--- src/rtl/bsg_nonsynth_mux_one_hot_pipelined.sv ---
// One-hot word select with select-vector violation tracking, followed by a
// valid/ready register pipeline with backpressure. Simulation-only helper.
module bsg_nonsynth_mux_one_hot_pipelined #(
  parameter int width_p         = 8,
  parameter int els_p           = 2,
  parameter int stages_p        = 2,
  parameter int mode_p          = 0,
  parameter int err_cnt_width_p = 8,
  parameter int fatal_p         = 0
) (
  input  logic                       clk_i,
  input  logic                       reset_n_i,
  input  logic                       v_i,
  input  logic [els_p*width_p-1:0]   data_i,
  input  logic [els_p-1:0]           sel_one_hot_i,
  output logic                       ready_o,
  output logic                       v_o,
  output logic [width_p-1:0]         data_o,
  input  logic                       yumi_i,
  output logic                       err_none_o,
  output logic                       err_multi_o,
  output logic                       err_x_o,
  output logic [err_cnt_width_p-1:0] err_count_o,
  output logic [els_p-1:0]           first_err_sel_o
);

  if (width_p < 1) begin : g_bad_width
    $fatal(1, "width_p must be >= 1");
  end
  if (els_p < 1) begin : g_bad_els
    $fatal(1, "els_p must be >= 1");
  end
  if (stages_p < 1) begin : g_bad_stages
    $fatal(1, "stages_p must be >= 1");
  end
  if ((mode_p < 0) || (mode_p > 2)) begin : g_bad_mode
    $fatal(1, "mode_p must be 0, 1 or 2");
  end

  logic [width_p-1:0] words [els_p];

  for (genvar gi = 0; gi < els_p; gi++) begin : g_unpack
    assign words[gi] = data_i[gi*width_p +: width_p];
  end

  // X/Z select bits never select a word; they only raise the x flag.
  logic [els_p-1:0]   sel_clean;
  logic [width_p-1:0] or_word, low_word, mux_word;
  logic               found, sel_multi, sel_x, sel_none;

  always_comb begin
    sel_clean = '0;
    or_word   = '0;
    low_word  = '0;
    found     = 1'b0;
    sel_multi = 1'b0;
    sel_x     = 1'b0;
    for (int i = 0; i < els_p; i++) begin
      if (sel_one_hot_i[i] === 1'b1) begin
        sel_clean[i] = 1'b1;
        or_word      = or_word | words[i];
        if (found) sel_multi = 1'b1;
        else       low_word  = words[i];
        found = 1'b1;
      end else if (sel_one_hot_i[i] !== 1'b0) begin
        sel_x = 1'b1;
      end
    end
    sel_none = !found;
    mux_word = '0;
    if (found && !sel_multi) begin
      mux_word = or_word;
    end else if (sel_multi) begin
      case (mode_p)
        0:       mux_word = or_word;
        1:       mux_word = low_word;
        default: mux_word = '0;
      endcase
    end
  end

  logic [stages_p-1:0] v_q;
  logic [width_p-1:0]  data_q [stages_p];
  logic [stages_p-1:0] adv;
  logic [stages_p-1:0] stage_in_v;
  logic [width_p-1:0]  stage_in_d [stages_p];
  logic                accept;

  // Walk from the output back: a stage advances when the one below is free.
  always_comb begin
    logic down_free;
    adv       = '0;
    down_free = yumi_i;
    for (int k = stages_p - 1; k >= 0; k--) begin
      adv[k]    = v_q[k] && down_free;
      down_free = !v_q[k] || adv[k];
    end
    ready_o = down_free;
  end

  assign accept = v_i && ready_o;

  for (genvar gi = 0; gi < stages_p; gi++) begin : g_stage_in
    if (gi == 0) begin : g_head
      assign stage_in_v[gi] = accept;
      assign stage_in_d[gi] = mux_word;
    end else begin : g_body
      assign stage_in_v[gi] = adv[gi-1];
      assign stage_in_d[gi] = data_q[gi-1];
    end
  end

  always_ff @(posedge clk_i) begin
    for (int k = 0; k < stages_p; k++) begin
      if (!reset_n_i) begin
        v_q[k]    <= 1'b0;
        data_q[k] <= '0;
      end else if (!v_q[k] || adv[k]) begin
        v_q[k] <= stage_in_v[k];
        if (stage_in_v[k]) data_q[k] <= stage_in_d[k];
      end
    end
  end

  assign v_o    = v_q[stages_p-1];
  assign data_o = data_q[stages_p-1];

  logic                       err_none_q, err_multi_q, err_x_q;
  logic [err_cnt_width_p-1:0] err_cnt_q, err_cnt_d;
  logic [els_p-1:0]           first_sel_q;
  logic                       viol;

  assign viol      = sel_none || sel_multi || sel_x;
  assign err_cnt_d = (err_cnt_q == '1) ? err_cnt_q : err_cnt_q + 1'b1;

  always_ff @(posedge clk_i) begin
    if (!reset_n_i) begin
      err_none_q  <= 1'b0;
      err_multi_q <= 1'b0;
      err_x_q     <= 1'b0;
      err_cnt_q   <= '0;
      first_sel_q <= '0;
    end else if (accept && viol) begin
      err_none_q  <= err_none_q  || sel_none;
      err_multi_q <= err_multi_q || sel_multi;
      err_x_q     <= err_x_q     || sel_x;
      err_cnt_q   <= err_cnt_d;
      // The counter never wraps, so zero means no violation has been seen.
      if (err_cnt_q == '0) first_sel_q <= sel_clean;
    end
  end

  assign err_none_o      = err_none_q;
  assign err_multi_o     = err_multi_q;
  assign err_x_o         = err_x_q;
  assign err_count_o     = err_cnt_q;
  assign first_err_sel_o = first_sel_q;

`ifndef SYNTHESIS
  initial $display("%m: bsg_nonsynth_mux_one_hot_pipelined is non-synthesizable");

  always @(posedge clk_i) begin
    if (reset_n_i && accept && viol) begin
      $warning("%m: t=%0t sel=%b class=%s%s%s", $time, sel_one_hot_i,
               sel_none ? "none " : "", sel_multi ? "multi " : "", sel_x ? "x" : "");
      if (fatal_p != 0) begin
        $error("%m: select violation with fatal_p set");
        $finish;
      end
    end
    if (reset_n_i && yumi_i && !v_o)
      $error("%m: t=%0t yumi_i asserted while v_o=0", $time);
  end
`endif

endmodule
--- config.mk ---
export PLATFORM = sky130hd
export DESIGN_NAME = bsg_nonsynth_mux_one_hot_pipelined
export DESIGN_NICKNAME = d
export VERILOG_FILES = /design/src/rtl/bsg_nonsynth_mux_one_hot_pipelined.sv
export SDC_FILE = /design/constraint.sdc
export NUM_CORES = 1
export LEC_CHECK = 0
export ABC_AREA = 1
export CORE_UTILIZATION = 42
export DETAILED_ROUTE_END_ITERATION = 8
export PLACE_DENSITY = 0.83
export REMOVE_ABC_BUFFERS = 1
export SYNTH_ARGS = -nofsm -noshare
export SYNTH_HDL_FRONTEND = slang
export SYNTH_SLANG_ARGS = --single-unit
--- constraint.sdc ---
create_clock -name clk_i -period 1.5 [get_ports clk_i]
set_input_delay 0.3 -clock clk_i [delete_from_list [all_inputs] [get_ports clk_i]]
set_output_delay 0.3 -clock clk_i [all_outputs]
set_load 0.01 [all_outputs]
; Yosys cells after proc, flatten, opt, wreduce, memory -nomap -nowiden
; Memories as Yosys holds them, arrays and structs flattened.
; Index checks and enable logic that the tools add are counted.
[word_totals]
reg_bits = 15
latchBits = 0
ram_bits = 16
rom_bits = 0
output_inout_bits = 23
wordCells = 61
n_memories = 1
[classes]
n_addsub = 1
multipliers = 0
div = 0
order_cmp = 0
eq_ne = 5
shift = 0
muxes = 24
n_bitwise = 4
reduce_logical = 19
[mem_list]
columns = name, depth, word_bits, read_ports, rd_ports_with_merged_regs, write_ports, line
row1 = data_q, 2, 8, 2, 0, 2, 83  ; logic [width_p-1:0] data_q [stages_p];
[op_table]
columns = cell, count
row1 = $mux W8, 6
row2 = $mux W1, 18
row3 = $add A8 B1 Y8 const B, 1
row4 = $eq A8 B8 Y1 const B, 1
row5 = $logic_not A8 Y1, 1
row6 = $or A8 B8 Y8, 1
row7 = $logic_or A1 B1 Y1, 7
row8 = $logic_and A1 B1 Y1, 5
row9 = $logic_not A1 Y1, 4
row10 = $reduce_and A2 Y1, 2
row11 = $eqx A1 B1 Y1 const B, 2
row12 = $nex A1 B1 Y1 const B, 2
row13 = $or A1 B1 Y1, 2
row14 = $not A1 Y1, 1

; Logic depth before layout (Yosys ltp)
[logic_depth]
word_depth = 10
ltp_mapped = 9
depth_no_buf = 9

; Least setup slack after synthesis
; OpenSTA, ideal clock, no wires.
[synth_timing]
kind = input port to flip-flop
from = input port sel_one_hot_i[0]
to = register err_cnt_q[3], in the netlist err_count_o[3]
setup_time_ns = 0.116
arrival_ns = 1.496
required_ns = 1.384
setup_slack_ns = -0.112
path_stages = 9
cell_sequence = clkbuf_1 -> inv_1 -> ha_1 -> inv_1 -> nand3_4 -> nor2_4 -> nand2_1 -> nand2_1 -> nor2_2
[synth_via]
elab_chain_len = 8
word_cells_on_any_way = 15
classes_between = eq/ne (2) / mux (8) / reduce/logical (5)
[synth_lines]
columns = item, line
row1 = start: declaration, 15  ; input logic [els_p-1:0] sel_one_hot_i,
row2 = $nex A1 B1 Y1 or $eqx A1 B1 Y1 (tied branches), "65, 59"
row3 = $mux W1 (on tied branches), "65, 59"
row4 = $mux W1 (on tied branches), "59, 62"
row5 = $mux W1 (tied with other cells), 65  ; end else if (sel_one_hot_i[i] !== 1'b0) begin
row6 = $mux W1 or $logic_or A1 B1 Y1 (tied branches), "59, 133"
row7 = $logic_or A1 B1 Y1 *, 133  ; assign viol = sel_none || sel_multi || sel_x;
row8 = $logic_and A1 B1 Y1 *, 143  ; end else if (accept && viol) begin
row9 = $reduce_and A2 Y1 (no source line) *, --
row10 = end signal: assignment, 147  ; err_cnt_q <= err_cnt_d;
row11 = end: declaration, 129  ; logic [err_cnt_width_p-1:0] err_cnt_q, err_cnt_d;
; Every way passes the cells marked *; elsewhere a longest branch is shown, timed or not.
; A chain may end at the register's enable or synchronous reset.

; Worst setup path after layout
[layout_timing]
from = input port sel_one_hot_i[0]
to = register err_cnt_q[7], in the netlist err_count_o[7]
; Same word-level chain as after synthesis.

==> results.md <==
- The floorplan step set the die height to slightly above 60 um.
- The delay contributed by the slowest stage of the critical path is roughly 470 ps.
- The library cell used as clock root buffer is sky130_fd_sc_hd__clkbuf_4.
- The number of antenna diodes in the final layout is 0.
- The via count of the first global-routing pass is between 1000 and 1500.
- The number of CTS-inserted buffers is 5.
- TritonCTS built the clock tree.
- During placement, the flow inserted port buffers numbering 43.
- The clock tree buffer depth is 2.
- The initial core utilization is between 40% and 50%.
- At the worst endpoint, the required time is around 1700 ps.
- The part of the Yosys area used for sequential elements is 50.1%.
- On the final layout, the worst clock skew is approximately 6.6 ps.
- The total track usage is approximately 18%.
- The count of unresolved DRC violations after routing is 0.
- The post-route netlist has about 18% of its cells at a drive strength greater than 1.
- The signal on the critical path passes through clkdlybuf4s50_1 -> inv_1 -> ha_4 -> inv_2 -> nand3_4 -> inv_2 -> nand2_1 -> nor2_1 -> nor2_1.
- The count of final hold-check violations is 0.
- IR analysis of the VDD net gives a maximum drop of approximately 350 uV.
- The worst setup path is of the in2reg kind.
- The clock transition at the register clock pins on the worst setup and hold paths after CTS is 90 ps.
- The number of antenna violations at the first check in global routing is 0.
- After detailed routing, the total wire length is around 3.3 mm.
- The minimum setup slack after placement is -407 ps.
- The via count is 1373.
- The clock insertion delay at the later pin of the skew report is 330 ps.
- The H-tree depth reported by CTS is 2.
- The category of the worst setup path launch point is an input port.
- The count of nets left with antenna violations once routing finished came out at 0.
- The number of maximum-capacitance constraint violations is 0.
- The number of setup buffers added after CTS is 0.
- After detailed routing, the average wire length per cell comes to around 11 um.
- Relative to the synthesized area, the layout overhead comes to 42.3%.
- The critical path capture point type is a register.
- For this design the top-level I/O count stands at 45.
- Of all nets on the critical path, the largest fanout is 8.
- The via-per-instance ratio is 4.65.
- The number of distinct standard cells referenced by the synthesized netlist is 26.
- The count of synthesis-stage warnings from yosys is 0.
- For this design the static power due to leakage is 1.03 nW.
- The leftover overflow at the end of global routing is 0.
- The first global-routing pass estimated ~5.3 mm of wire.
- For this design, the slowest cell found on the critical path is sky130_fd_sc_hd__clkdlybuf4s50_1.
- The number of placed cells counting well taps is approximately 290.
- Routability-driven placement finished with a final weighted congestion of between 0.9 and 1.
- The highest clock rate is around 700 MHz.
- The count of endpoints failing setup in the final report is 0.
- The flow ran to the end, and the final reports show no timing, DRC or antenna violations.
- For this design, the CTS-stage hold fixing added 0 buffers.
- For this design the ratio of total power to cell area is about 840 nW/um^2.
- The region available for standard cell placement spans approximately 3400 sq um.
- The site row count is 21.
- The tree built by TritonCTS fans out to 30 sinks.
- The number of flip-flops and latches in the synthesized netlist is 30.
- The data arrival time of the worst path is roughly 1700 ps.
- The filler-free cell count of the finished design is just under 300.
- Setup repair after global routing could not meet its margin everywhere.
- The completed layout was analyzed and its total power is ~1.8 mW.
- The synthesized instance count is 190.
- The portion of the clock cycle consumed by the worst path in the final layout is between 90% and 100%.
- The die boundary width is a little over 60 um.
- The path class of the tightest hold or removal check is reg2reg.
- The number of inserted filler cells in the final layout is between 200 and 300.
- Summing every instance area after synthesis gives approximately 1500 sq um.
- The final net count is ~270.
- Detailed placement finished with a half-perimeter wire length of around 2.3 mm.
- The post-route worst setup slack is about 66 ps.
- The clock period minus final worst setup slack is ~1400 ps.
- The number of max-slew violations in the final report is 0.
- The maximum number of pins on one net before global-route repair is 11.
- The number of detailed-routing iterations run before antenna repair is 4.
- The floorplan step defined a die boundary enclosing slightly below 4000 sq um.
- Averaged over all synthesized cells, the footprint is 7.99 sq um.
- The first-iteration detailed-routing DRC count is 23.
## layer usage
layer | wire [um] | GRT usage, % | vias to the layer above
li1 | - | - | 710
met1 | 1400 | 21.7 | 611
met2 | 1590 | 28.8 | 43
met3 | 189 | 5.70 | 9
met4 | 89 | 8.72 | 0
met5 | 0 | 0 | -
## critical path, delay by kind of cell
kind / cells / cell delay (ps)
adder cells (fa/ha/maj): 1 / 260
buffers and inverters: 4 / 780
AND/OR/NAND/NOR: 4 / 320
## worst paths after layout
check,startpoint,end,slack (ps),cells past startpoint
worst min-delay path,err_none_o,err_none_o,460,2
worst min register to register,err_none_o,err_none_o,460,2
worst max-delay path,sel_one_hot_i[0],err_count_o[7],70,9
worst max register to register,err_count_o[1],err_count_o[1],190,6
## stage by stage
stage	util, %	cell area [sq um]	TNS [ps]	hold slack, ps
after global placement	60.9	2060	-8580	452
after CTS	62.8	2130	0	465
after detailed placement	60.9	2060	-9010	446
after floorplan	-	1490	0	420
after global routing	63.7	2160	-84.0	482
final	63.7	2160	0	460
## registers in the layout (all words and copies together) (netlist names)
register and count:
v_q 2, data_q 16, err_none_o 1, err_multi_o 1, first_err_sel_o 2, err_count_o 8
## what timing repair did
action | in CTS | in global routing
pin swaps | 1 | 1
gates resized for setup | 28 | 8
cloned | 1 | 0
setup endpoints to repair | 23 | 18
## Yosys cell counts
| library cell | count | area (sq um) |
|---|---|---|
| sky130_fd_sc_hd__a21oi_1 | 15 | 75.1 |
| sky130_fd_sc_hd__buf_2 | 1 | 5.00 |
| sky130_fd_sc_hd__buf_4 | 1 | 7.51 |
| sky130_fd_sc_hd__buf_6 | 1 | 11.3 |
| sky130_fd_sc_hd__clkbuf_1 | 2 | 7.51 |
| sky130_fd_sc_hd__conb_1 | 1 | 3.75 |
| sky130_fd_sc_hd__dfxtp_1 | 14 | 280 |
| sky130_fd_sc_hd__edfxtp_1 | 16 | 480 |
| sky130_fd_sc_hd__ha_1 | 4 | 50.1 |
| sky130_fd_sc_hd__inv_1 | 27 | 101 |
| sky130_fd_sc_hd__inv_2 | 2 | 7.51 |
| sky130_fd_sc_hd__nand2_1 | 51 | 191 |
| sky130_fd_sc_hd__nand3_1 | 7 | 35.0 |
| sky130_fd_sc_hd__nand3_2 | 2 | 20.0 |
| sky130_fd_sc_hd__nand3_4 | 1 | 17.5 |
| sky130_fd_sc_hd__nand3b_1 | 1 | 7.51 |
| sky130_fd_sc_hd__nand4_1 | 2 | 12.5 |
| sky130_fd_sc_hd__nor2_1 | 29 | 109 |
| sky130_fd_sc_hd__nor2_2 | 5 | 31.3 |
| sky130_fd_sc_hd__nor2_4 | 2 | 22.5 |
| sky130_fd_sc_hd__nor3_1 | 1 | 5.00 |
| sky130_fd_sc_hd__o21ai_0 | 1 | 5.00 |
| sky130_fd_sc_hd__o21ai_1 | 1 | 5.00 |
| sky130_fd_sc_hd__o21ai_2 | 1 | 8.76 |
| sky130_fd_sc_hd__xnor2_1 | 1 | 8.76 |
| sky130_fd_sc_hd__xor2_1 | 1 | 8.76 |
## cell type report
| cell class | count | area [sq um] | area share, % |
|---|---|---|---|
| clock buffers | 6 | 51.3 | 2.38 |
| clock inverters | 2 | 12.5 | 0.579 |
| inverters | 29 | 109 | 5.04 |
| multi-input cells | 127 | 656 | 30.4 |
| flip-flops and latches | 30 | 769 | 35.6 |
| well taps | 46 | 57.6 | 2.67 |
| repair buffers | 55 | 504 | 23.3 |
## cells in the final DEF (no fill, tap or decap), types with 7 or more instances in the layout
master,n
sky130_fd_sc_hd__nand2_1,51
sky130_fd_sc_hd__nor2_1,29
sky130_fd_sc_hd__inv_1,26
sky130_fd_sc_hd__clkdlybuf4s50_1,21
sky130_fd_sc_hd__dlygate4sd2_1,17
sky130_fd_sc_hd__edfxtp_1,16
sky130_fd_sc_hd__a21oi_1,15
sky130_fd_sc_hd__buf_4,12
sky130_fd_sc_hd__nand3_1,7
sky130_fd_sc_hd__dfxtp_2,7
sky130_fd_sc_hd__dfxtp_1,7
## power breakdown
part	switching (mW)	internal (mW)	total [mW]	leakage, nW
combinational	0.182	0.171	0.354	0.703
clock	0.276	0.225	0.501	0.0343
sequential	0.0346	0.922	0.957	0.291
total	0.493	1.32	1.81	1.03
## kinds of logic after synthesis
| logic type | synth area share (%) |
|---|---|
| compound gates | 6.18 |
| xor+xnor | 1.15 |
| fa+ha+maj | 3.30 |
| buf+inv | 9.23 |
| flops | 50.1 |
| other cells | 0.247 |
| simple gates | 29.8 |
Power figures use the tool's default switching activity.
